[src/rtl/cycle_fan_driver.sv]
// Fan motor driver: spin-up burst, temperature-scaled PWM run, enforced min-on and min-off times.
// Latency: state, duty and PWM follow the inputs one clock later; all outputs decode registers only.
// Backpressure: none; the fan request is a level sampled every clock, ignored in SPINUP and HOLD_OFF.
module cycle_fan_driver #(
    parameter int PWM_BITS       = 4,
    parameter int SPINUP_CYCLES  = 32,
    parameter int MIN_ON_CYCLES  = 64,
    parameter int MIN_OFF_CYCLES = 32
) (
    input  logic                clk,
    input  logic                reset,
    input  logic                fan,
    input  logic [2:0]          temperature,
    output logic                fan_pwm,
    output logic                fan_active,
    output logic [1:0]          drive_state,
    output logic [PWM_BITS-1:0] duty
);

    localparam int ON_W  = $clog2(MIN_ON_CYCLES + 1);
    localparam int OFF_W = (MIN_OFF_CYCLES > 1) ? $clog2(MIN_OFF_CYCLES) : 1;

    localparam logic [ON_W-1:0]  ON_MAX   = ON_W'(MIN_ON_CYCLES);
    localparam logic [ON_W-1:0]  SPIN_END = ON_W'(SPINUP_CYCLES);
    localparam logic [OFF_W-1:0] OFF_LAST = OFF_W'(MIN_OFF_CYCLES - 1);

    typedef enum logic [1:0] {
        S_OFF      = 2'b00,
        S_SPINUP   = 2'b01,
        S_RUN      = 2'b10,
        S_HOLD_OFF = 2'b11
    } state_t;

    state_t              state;
    state_t              state_next;
    logic [PWM_BITS-1:0] pwm_cnt;
    logic [ON_W-1:0]     on_cnt;
    logic [ON_W-1:0]     on_cnt_inc;
    logic [OFF_W-1:0]    off_cnt;
    logic [PWM_BITS-1:0] duty_load;
    logic                pwm_wrap;

    // on_cnt_inc is the active-time count as it will read after this edge,
    // so "clocks since SPINUP entry" includes the clock that ends here.
    assign on_cnt_inc = (on_cnt >= ON_MAX) ? ON_MAX : on_cnt + ON_W'(1);
    assign duty_load  = PWM_BITS'({temperature, 1'b1});
    assign pwm_wrap   = (pwm_cnt == {PWM_BITS{1'b1}});

    // State register.
    always_ff @(posedge clk) begin
        if (reset) begin
            state <= S_OFF;
        end else begin
            state <= state_next;
        end
    end

    // Next-state selection and output decode from registered state.
    always_comb begin
        state_next  = state;
        fan_pwm     = 1'b0;
        fan_active  = 1'b0;
        drive_state = state;
        unique case (state)
            S_OFF: begin
                if (fan) begin
                    state_next = S_SPINUP;
                end
            end
            S_SPINUP: begin
                fan_pwm    = 1'b1;
                fan_active = 1'b1;
                if (on_cnt_inc >= SPIN_END) begin
                    state_next = S_RUN;
                end
            end
            S_RUN: begin
                fan_pwm    = (pwm_cnt < duty);
                fan_active = 1'b1;
                if (!fan && (on_cnt_inc >= ON_MAX)) begin
                    state_next = S_HOLD_OFF;
                end
            end
            S_HOLD_OFF: begin
                if (off_cnt == OFF_LAST) begin
                    state_next = S_OFF;
                end
            end
            default: begin
                state_next = S_OFF;
            end
        endcase
    end

    // Free-running PWM phase counter, wraps naturally at 2^PWM_BITS.
    always_ff @(posedge clk) begin
        if (reset) begin
            pwm_cnt <= '0;
        end else begin
            pwm_cnt <= pwm_cnt + PWM_BITS'(1);
        end
    end

    // Active-time counter: zero while OFF so SPINUP entry starts from 0, saturating while active.
    always_ff @(posedge clk) begin
        if (reset) begin
            on_cnt <= '0;
        end else begin
            unique case (state)
                S_OFF:              on_cnt <= '0;
                S_SPINUP, S_RUN:    on_cnt <= on_cnt_inc;
                default:            on_cnt <= on_cnt;
            endcase
        end
    end

    // Forced-off hold counter, cleared whenever not in HOLD_OFF.
    always_ff @(posedge clk) begin
        if (reset) begin
            off_cnt <= '0;
        end else if (state == S_HOLD_OFF) begin
            off_cnt <= off_cnt + OFF_W'(1);
        end else begin
            off_cnt <= '0;
        end
    end

    // Duty register: loaded on RUN entry and at each PWM wrap while in RUN, zero elsewhere.
    always_ff @(posedge clk) begin
        if (reset) begin
            duty <= '0;
        end else if (state_next == S_RUN) begin
            if ((state != S_RUN) || pwm_wrap) begin
                duty <= duty_load;
            end
        end else begin
            duty <= '0;
        end
    end

endmodule

[config.mk]
export PLATFORM = sky130hd
export DESIGN_NAME = cycle_fan_driver
export DESIGN_NICKNAME = d
export VERILOG_FILES = /design/src/rtl/cycle_fan_driver.sv
export SDC_FILE = /design/constraint.sdc
export NUM_CORES = 1
export LEC_CHECK = 0
export CELL_PAD_IN_SITES_DETAIL_PLACEMENT = 2
export CELL_PAD_IN_SITES_GLOBAL_PLACEMENT = 2
export CORE_MARGIN = 2
export CORE_UTILIZATION = 35
export CTS_BUF_LIST = sky130_fd_sc_hd__clkbuf_16
export CTS_CLUSTER_SIZE = 16
export DETAILED_ROUTE_END_ITERATION = 8
export GPL_TIMING_DRIVEN = 0
export PLACE_DENSITY = 0.83
export SYNTH_ARGS = -nofsm -noshare
export SYNTH_HDL_FRONTEND = slang
export SYNTH_SLANG_ARGS = --single-unit
[constraint.sdc]
create_clock -name clk -period 5.34 [get_ports clk]
set_clock_uncertainty 0.1 [all_clocks]
set_input_delay 1.335 -clock clk [delete_from_list [all_inputs] [get_ports clk]]
set_output_delay 1.335 -clock clk [all_outputs]
set_load 0.02 [all_outputs]
==> metrics.md <==
| Metric | Value |
|---|---|
| Run status | finished clean |
| Routed wire length | roughly 3200 µm |
| Routed wl met3 | 94 µm |
| Post-DRT Antenna Nets | 0 |
| DRC | 0 |
| Synth unique cells | 32 |
| DR top layer | met4 |
| Worst Tran Pin Value | around 500 ps |
| Synth top area share | 0.372 |
| Syn_area_per_cell | between 8 and 9 µm² |
| Vias | 1064 |
| Tot GR Track Use | 0.188 |
| Starting Density | 0.360 |
| RSZ-0062 raised after global routing | false |
| Ys Warns | 0 |
| Die H | 62.1 µm |
| Placer Congestion | between 0.7 and 0.8 |
| CP Data Arrival Time | about 2200 ps |
| Vias in the first global route | ~1200 |
| Initial antenna violation count | 0 |
| Tcrit/Tclk final | 0.677 |
| CTS buffer count | 3 |
| Die area | about 3900 µm² |
| Hold Path Stages | 1 |
| Synth Register Bits | 22 |
| Filler Cells Inserted | around 390 |
| R2R cell count | 6 |
| Antenna diode count | 0 |
| Wire per inst | ~15 µm |
| Root buf cell | clkbuf_16 |
| Detail Placement HPWL | 2320 µm |
| Clk buf depth | 2 |
| Fmax | approximately 280 MHz |
| Top cell type by total area after synthesis | dfxtp_1 |
| Number of DRC markers in iteration 0 | 13 |
| Flop2flop setup slack | approximately 3200 ps |
| Max cap viols | 0 |
| Fraction of registers with async set/reset | 0 |
| Via-to-Cell Ratio | between 5 and 6 |
| H-Tree Depth | 1 |
| CP endpoint kind | output port |
| WS Path Type | register to output port |
| Post-cts resize count | 0 |
| Peak VDD IR | about 140 µV |
| Share of cells above drive strength 1 | 0.0500 |
| Minimum clock period | ~3600 ps |
| Critical Path RT | 3900 ps |
| I/O Buffers | 13 |
| Core Rows | 21 |
| Synth Net Count | between 150 and 200 |
| Lkg Pwr | approximately 0.00054 µW |
| Setup tns final | 0 ps |
| Pins Over Slew Limit | 0 |
| Die X-Extent | a little over 60 µm |
| Pre-Repair DR Iteration Count | 2 |
| Number of I/O pins | 14 |
| Hold Crit Class | register to register |
| WL met1 | roughly 1400 µm |
| Global-route wire length before repair | 5760 µm |
| EDFF count, synth | 0 |
| Core box area | about 3300 µm² |
| Largest net degree at the start of global routing | 12 |
| Nets | about 180 |
| Post-place setup slack | just over 2000 ps |
| Hold_sp | off_cnt[0] |
| Clock Latency Late Sink | about 260 ps |
| Netlist Area Pre-Place | 1180 µm² |
| TritonCTS clock tree | built |
| Final worst slack | roughly 1700 ps |
| Slew HR | 0.676 |
| Synth Instances | 144 |
| FF-to-FF End | drive_state[0] |
| Clock transition at path regs | ~60 ps |
| Reg2reg start | on_cnt[0] |
| Synth-to-Final Area Change | 22.2% |
| Setup Fix Bufs, Post-CTS | 0 |
| Post-synth top flop | dfxtp_1 |
| Crit-path max FO | 6 |
| Final Hold Viols | 0 |
| Final setup viols | 0 |
| Clock sinks | 22 |
| Hold-fix buffers, CTS | 0 |
| Grt ovf | 0 |
| Hold endpoint | off_cnt[0] |
| Synth top area cells | dfxtp_1 (37%), ha_1 (14%), nor2_1 (8.3%), a21oi_1 (5.1%), inv_1 (3.8%) |
| Register area share after synthesis | 0.372 |
| Power Dens Cells | approximately 270 nW/µm² |
| CP Launch Type | register |
| Routed met2 length | 1630 µm |
## cell families (layout without fill, tap and decap cells)
group | after synthesis | after routing | share of synthesized area
AOI/OAI and AO/OA | 26 | 26 | 0.139
xor gates and xnor gates | 4 | 4 | 0.0296
adders and majority gates | 13 | 13 | 0.138
buffers and inverters | 14 | 30 | 0.0444
DFF | 22 | 22 | 0.372
muxes | 1 | 1 | 0.00952
and+or+nand+nor | 64 | 64 | 0.268
## registers in the layout, summed over array words and instances, names as in the netlist
signal       flops
on_cnt           7
off_cnt          5
duty             4
pwm_cnt          4
drive_state      2
## metrics by stage
stage	instance area, µm²	power [µW]	instances	hold WS, ps	utilization
after global placement	1370	233	203	329	0.417
after global routing	1450	416	206	400	0.440
after floorplan	1180	215	144	318	-
final	1450	393	206	371	0.440
after CTS	1450	397	206	374	0.440
after detailed placement	1370	237	203	364	0.417
## cell usage after synthesis (4+ instances only)
cell type / count
nor2_1: 26
dfxtp_1: 22
ha_1: 13
a21oi_1: 12
inv_1: 12
nand2_1: 8
nor3_1: 6
nand3_1: 5
o21ai_0: 5
nand2b_1: 4
nor2b_1: 4
## how the worst max path moves through the flow
stage                   start       to  slack [ps]  cells after the start
2_1_floorplan  drive_state[0]  fan_pwm        2380                      5
3_3_place_gp   drive_state[0]  fan_pwm        2060                      6
3_5_place_dp   drive_state[0]  fan_pwm        2030                      6
4_1_cts        drive_state[0]  fan_pwm        1700                      6
5_1_grt        drive_state[0]  fan_pwm        1530                      6
6_report       drive_state[0]  fan_pwm        1730                      6
## routing by layer
layer	global-route usage	vias to the layer above
met5	0	-
met4	0.0722	0
met3	0.0399	10
met2	0.329	15
met1	0.225	520
li1	-	519
## critical path, cell delays in order, from the launching register on
cell	delay, ps
dfxtp_1	430
inv_1	120
ha_1	430
nand2_1	90
nor2_1	100
a22o_1	150
clkdlybuf4s50_1	600
## cell usage in the layout (no fill, tap or decap), types with 2 or more instances in the layout
cell type / n
nor2_1: 26
dfxtp_1: 22
ha_1: 13
clkdlybuf4s50_1: 13
inv_1: 12
a21oi_1: 12
nand2_1: 8
nor3_1: 6
o21ai_0: 5
nand3_1: 5
nand2b_1: 4
nor2b_1: 4
clkbuf_16: 3
and3_1: 2
clkbuf_1: 2
xor2_1: 2
a221oi_1: 2
a31oi_1: 2
xnor2_1: 2
## layout make-up
cell class | instances | area (µm²) | share of cell area
timing repair buffer | 13 | 130 | 0.0900
multi-input combinational | 108 | 689 | 0.477
sequential | 22 | 440 | 0.305
tap | 46 | 57.6 | 0.0398
buffer | 2 | 7.51 | 0.00519
clock buffer | 3 | 75.1 | 0.0519
inverter | 12 | 45.0 | 0.0312
## power breakdown
| group | internal (µW) | switching (µW) | leakage [µW] |
|---|---|---|---|
| clock network | 99.0 | 58.9 | 0.0000370 |
| registers | 168 | 5.47 | 0.000178 |
| logic | 26.3 | 34.8 | 0.000325 |
| total | 294 | 99.2 | 0.000541 |
Note: power is estimated with default switching activity, not from simulation.
==> variant 1: new RTL, same settings <==
Add an input register stage for `fan` and `temperature`, without a reset; this delays them by one clock.
--- a/src/rtl/cycle_fan_driver.sv
+++ b/src/rtl/cycle_fan_driver.sv
@@ -31,6 +31,14 @@
         S_HOLD_OFF = 2'b11
     } state_t;
 
+    logic fan_q;
+    logic [2:0] temperature_q;
+
+    always_ff @(posedge clk) begin
+        fan_q         <= fan;
+        temperature_q <= temperature;
+    end
+
     state_t              state;
     state_t              state_next;
     logic [PWM_BITS-1:0] pwm_cnt;
@@ -43,7 +51,7 @@
     // on_cnt_inc is the active-time count as it will read after this edge,
     // so "clocks since SPINUP entry" includes the clock that ends here.
     assign on_cnt_inc = (on_cnt >= ON_MAX) ? ON_MAX : on_cnt + ON_W'(1);
-    assign duty_load  = PWM_BITS'({temperature, 1'b1});
+    assign duty_load  = PWM_BITS'({temperature_q, 1'b1});
     assign pwm_wrap   = (pwm_cnt == {PWM_BITS{1'b1}});
 
     // State register.
@@ -63,7 +71,7 @@
         drive_state = state;
         unique case (state)
             S_OFF: begin
-                if (fan) begin
+                if (fan_q) begin
                     state_next = S_SPINUP;
                 end
             end
@@ -77,7 +85,7 @@
             S_RUN: begin
                 fan_pwm    = (pwm_cnt < duty);
                 fan_active = 1'b1;
-                if (!fan && (on_cnt_inc >= ON_MAX)) begin
+                if (!fan_q && (on_cnt_inc >= ON_MAX)) begin
                     state_next = S_HOLD_OFF;
                 end
             end
Function: changed (a bounded check fails within 4 cycles, from zero or initial values and one cycle with reset high).
==> variant 1 against the unedited design <==
- worst setup slack lost 0.079 ns
- synthesized area grew 6.8%
- maximum frequency is 2.1% lower
- register-to-register slack got worse by 0.03 ns
- design area grew 5.5%
- total power grew 9.5%
- largest power group unchanged
- core utilization increased by 1.0 points
- critical endpoint unchanged
- wire length rose by 8.5%
- sequential cell count is 4 higher
==> variant 1: results (changes against the unedited design) <==
Clocking
  • CTS HTree Levels: 1 (unchanged)
  • Clock Sinks: 26 (was 22)
  • Clock Tree Root: clkbuf_16 (unchanged)

Layout
  • Nets@finish: 185 (was 181)
  • Cell area after layout: 1530 µm² (was 1450 µm²)
  • Buffer share of cell area: 9.02% (was 9.52%)
  • Share of cells above drive strength 1: 4.88% (was 5.00%)
  • Non-clk bufs: 15 (unchanged)
  • FILL cells: 387 (was 386)
  • Register area: 520 µm² (was 440 µm²)
  • Clock-cell share of area: 4.92% (was 5.19%)

Detailed routing
  • Post-DR wirelength/cell: 16.3 µm (was 15.3 µm)
  • Met1 WL: 1420 µm (was 1350 µm)
  • Met3 wire length: 57 µm (was 94 µm)
  • DR pass1 iterations: 4 (was 2)
  • Met2 routed WL: 1920 µm (was 1630 µm)
  • Initial DRC Count: 28 (was 13)
  • DR vias/cell: 5.14 (was 5.17)

GRT
  • Routing usage on met2: 37.0% (was 32.9%)
  • Global-route wire length before repair: 5920 µm (was 5760 µm)
  • Largest net degree at the start of global routing: 14 (was 12)
  • Vias in the first global route: 1,220 (was 1,183)
  • Met1 Track Usage GR: 21.0% (was 22.5%)
  • Met3 usage: 2.11% (was 3.99%)
  • Total GRT Usage: 18.9% (was 18.8%)

Synthesis
  • Register area share after synthesis: 41.2% (was 37.2%)
  • Post-synthesis compound-gate area fraction: 13.0% (was 13.9%)
  • Adder-cell share of the synthesized area: 12.9% (was 13.8%)
  • Share of the synthesized area in the top cell type: 41.2% (was 37.2%)
  • Syn nets: 167 (was 163)
  • Post-synth top cells: dfxtp_1 (26), nor2_1 (26), ha_1 (13) (was nor2_1 (26), dfxtp_1 (22), ha_1 (13))
  • Mux cell area share after synthesis: 0.892% (was 0.952%)
  • Cell count after synthesis: 148 (was 144)
  • Synth Area in XOR/XNOR: 2.78% (was 2.96%)
  • Ranking of synthesized cells by area: dfxtp_1 (41%), ha_1 (13%), nor2_1 (7.7%) (was dfxtp_1 (37%), ha_1 (14%), nor2_1 (8.3%))

Place
  • HPWL Detailed: 2650 µm (was 2320 µm)
  • Dpl cell area: 1450 µm² (was 1370 µm²)
  • Pre-CTS setup slack: 1.99 ns (was 2.03 ns)

Critical path
  • R2r setup slk: 3.15 ns (was 3.18 ns)
  • R2r endpoint: on_cnt[2] (was drive_state[0])
  • Worst EP arrival: 2.26 ns (was 2.18 ns)
  • R2r worst-path depth: 6 (unchanged)
  • RR Startpoint: drive_state[0] (was on_cnt[0])
  • Worst path top cell family by delay: buffers and inverters (unchanged)

Run status
  • Status: finished, final reports clean (unchanged)

Power
  • Leakage: 0.574 nW (was 0.541 nW)
  • Max rail drop VDD: 0.151 mV (was 0.139 mV)

Min path
  • End of the worst hold path: off_cnt[0] (unchanged)

STA
  • Worst slew margin: 67.4% (was 67.6%)
[variant 1: per-stage QoR]
step                      std cells  utilization [%]  hold WS (ns)
after detailed placement        207             42.8         0.348
after global routing            210             45.0         0.391
final                           210             45.0         0.353
after floorplan                 148                -         0.318
after CTS                       210             45.0         0.359
after global placement          207             42.8         0.328
[variant 1: worst max-delay path by stage]
stage	end	slack (ns)	cells past startpoint
after detailed placement	fan_pwm	1.99	6
after global routing	fan_pwm	1.52	6
final	fan_pwm	1.65	6
after global placement	fan_pwm	2.04	6
after floorplan	fan_pwm	2.38	5
after CTS	fan_pwm	1.64	6
[variant 1: kinds of logic after synthesis]
logic type / count (synthesis)
XOR/XNOR: 4
AND/OR/NAND/NOR: 64
AO/OA/AOI/OAI: 26
multiplexers: 1
adder cells (fa/ha/maj): 13
buffers and inverters: 14
flip-flops: 26
[variant 1: report_power, final]
group,internal (mW),total [mW],switching (mW)
clock network,0.0992,0.163,0.0641
logic,0.0265,0.0603,0.0338
registers,0.200,0.206,0.00679
total,0.325,0.430,0.105
==> variant 2: new RTL, config.mk and constraints unchanged <==
Without the edit above. `MIN_OFF_CYCLES`: 32 -> 64.
--- a/src/rtl/cycle_fan_driver.sv
+++ b/src/rtl/cycle_fan_driver.sv
@@ -5,7 +5,7 @@
     parameter int PWM_BITS       = 4,
     parameter int SPINUP_CYCLES  = 32,
     parameter int MIN_ON_CYCLES  = 64,
-    parameter int MIN_OFF_CYCLES = 32
+    parameter int MIN_OFF_CYCLES = 64
 ) (
     input  logic                clk,
     input  logic                reset,
Function: same outputs for any inputs over 10 cycles, from zero or initial values and one cycle with reset high; that may be too few to reach the edited logic, so the function may still have changed.
==> variant 2 against the unedited design <==
- synthesized area is 3.9% higher
- critical path depth decreased by 1
- count of clock-buffer cells in the layout unchanged
- core utilization is 0.46 points higher
- sequential cell count up 1
- design area increased by 3.5%
- wire length is 13% higher
- synthesized cell count up 0.69%
- worst setup slack better by 0.043 ns
- highest routed layer unchanged
- die area up 3.7%
Power is not compared: it rests on default switching activity, and its combinational part moved more than twofold at a synthesized area within 25%.
==> variant 2: results (changes against the unedited design) <==
Critical path
  • R2r worst-path depth: 7 (was 6)
  • R2r setup slk: 3.18 ns (about the same)
  • R2r endpoint: duty[1] (was drive_state[0])
  • Critical Path Fanout Max: 7 (was 6)
  • Crit path to: fan_pwm (unchanged)
  • Worst EP arrival: 2.14 ns (was 2.18 ns)
  • CP startpoint: drive_state[1] (was drive_state[0])

Layout
  • Share of cells above drive strength 1: 6.17% (was 5.00%)
  • Ant diodes: 0 (unchanged)
  • Non-Filler Instances: 208 (was 206)
  • Nets@finish: 181 (unchanged)
  • Largest registers: on_cnt x7, off_cnt x6 (was on_cnt x7, off_cnt x5)

Clocking
  • Clock Tree Root: clkbuf_16 (unchanged)
  • Setup repair bufs after CTS: 0 (unchanged)
  • CTS buffer count: 3 (unchanged)
  • CTS HTree Levels: 1 (unchanged)
  • Post_cts resized: 0 (unchanged)
  • Later-pin clock latency in the skew report: 0.26 ns (about the same)
  • Clock buffer depth: 2 (unchanged)
  • Clock Pin Slew Worst Setup and Hold Paths: 0.06 ns (about the same)

Place
  • Final GP Congestion: 0.851 (was 0.734)
  • HPWL Detailed: 2650 µm (was 2320 µm)
  • Placed insts: 204 (was 203)

Power
  • Register share of total power: 31.7%
  • Leakage: 0.530 nW

Run status
  • Status: finished, final reports clean (unchanged)

GRT
  • Vias in the first global route: 1,248 (was 1,183)
  • Largest net degree at the start of global routing: 13 (was 12)
  • Total GRT Usage: 19.4% (was 18.8%)
  • Global-route wire length before repair: 6060 µm (was 5760 µm)

Detailed routing
  • DR pass1 iterations: 4 (was 2)
  • Initial DRC Count: 28 (was 13)
  • DR vias: 1,116 (was 1,064)
  • WL final: 3580 µm (was 3160 µm)

Synthesis
  • Synth Area in XOR/XNOR: 3.56% (was 2.96%)
  • Post-synthesis cell type count: 34 (was 32)
  • Post-synth top cells: dfxtp_1 (23), nor2_1 (20), a21oi_1 (13) (was nor2_1 (26), dfxtp_1 (22), ha_1 (13))
  • Ranking of synthesized cells by area: dfxtp_1 (37%), ha_1 (12%), nor2_1 (6.1%) (was dfxtp_1 (37%), ha_1 (14%), nor2_1 (8.3%))
  • Mux cell area share after synthesis: 0% (was 0.952%)
  • Register area share after synthesis: 37.5% (was 37.2%)
  • Cell count after synthesis: 145 (was 144)
  • Adder-cell share of the synthesized area: 12.2% (was 13.8%)
  • Post-synthesis compound-gate area fraction: 16.2% (was 13.9%)
  • Syn nets: 163 (unchanged)
  • Syn. warnings: 0 (unchanged)

STA
  • Worst slew margin: 66.3% (was 67.6%)

Min path
  • Hold Path Stages: 1 (unchanged)
==> variant 2: cell count changes in the layout (fill, tap and decap cells not counted), sizes merged, moves of 2 or more <==
cell     delta
nand3b      +3
a221oi      -2
o21ai       +7
nor2        -7
nand4b      +3
a21oi       +2
inv         -2
nand4bb     +2
==> variant 2: metal layers <==
metal | GRT usage [%] | part of all wire [%]
met3 | 2.86 | 2.8
met2 | 35.0 | 52
met1 | 22.8 | 44
met5 | 0 | 0
met4 | 7.88 | 1.9
==> variant 2: area by class of cell <==
| cell class | instances | area (µm²) |
|---|---|---|
| plain buffers | 2 | 7.51 |
| clock buffers | 3 | 75.1 |
| clock inverters | 1 | 3.75 |
| fillers | 388 | 1870 |
| inverters | 9 | 33.8 |
| multi-input cells | 111 | 727 |
| flip-flops and latches | 23 | 460 |
| well taps | 46 | 57.6 |
| repair buffers | 13 | 130 |
==> variant 2: worst max-delay path, stage by stage, from the launching register on <==
cell and delay, ns:
dfxtp_1 0.48, inv_1 0.11, ha_1 0.35, and3b_1 0.18
a22o_2 0.23, clkdlybuf4s50_1 0.53
==> variant 2: worst min-delay path by stage <==
stage,end,start
2_1_floorplan,off_cnt[0],off_cnt[0]
3_3_place_gp,off_cnt[0],off_cnt[0]
3_5_place_dp,off_cnt[0],off_cnt[0]
4_1_cts,off_cnt[0],off_cnt[0]
5_1_grt,off_cnt[0],off_cnt[0]
6_report,off_cnt[0],off_cnt[0]
==> variant 2: through the flow <==
stage               cell area [µm²]  worst slack (ns)  total power, mW  hold WS [ns]
detailed placement             1420              2.05            0.527         0.346
finish                         1500              1.77            0.694         0.357
global placement               1420              2.06            0.507         0.329
floorplan                      1230              2.42            0.416         0.318
global route                   1500              1.69            0.746         0.388
CTS                            1500              1.74            0.700         0.360
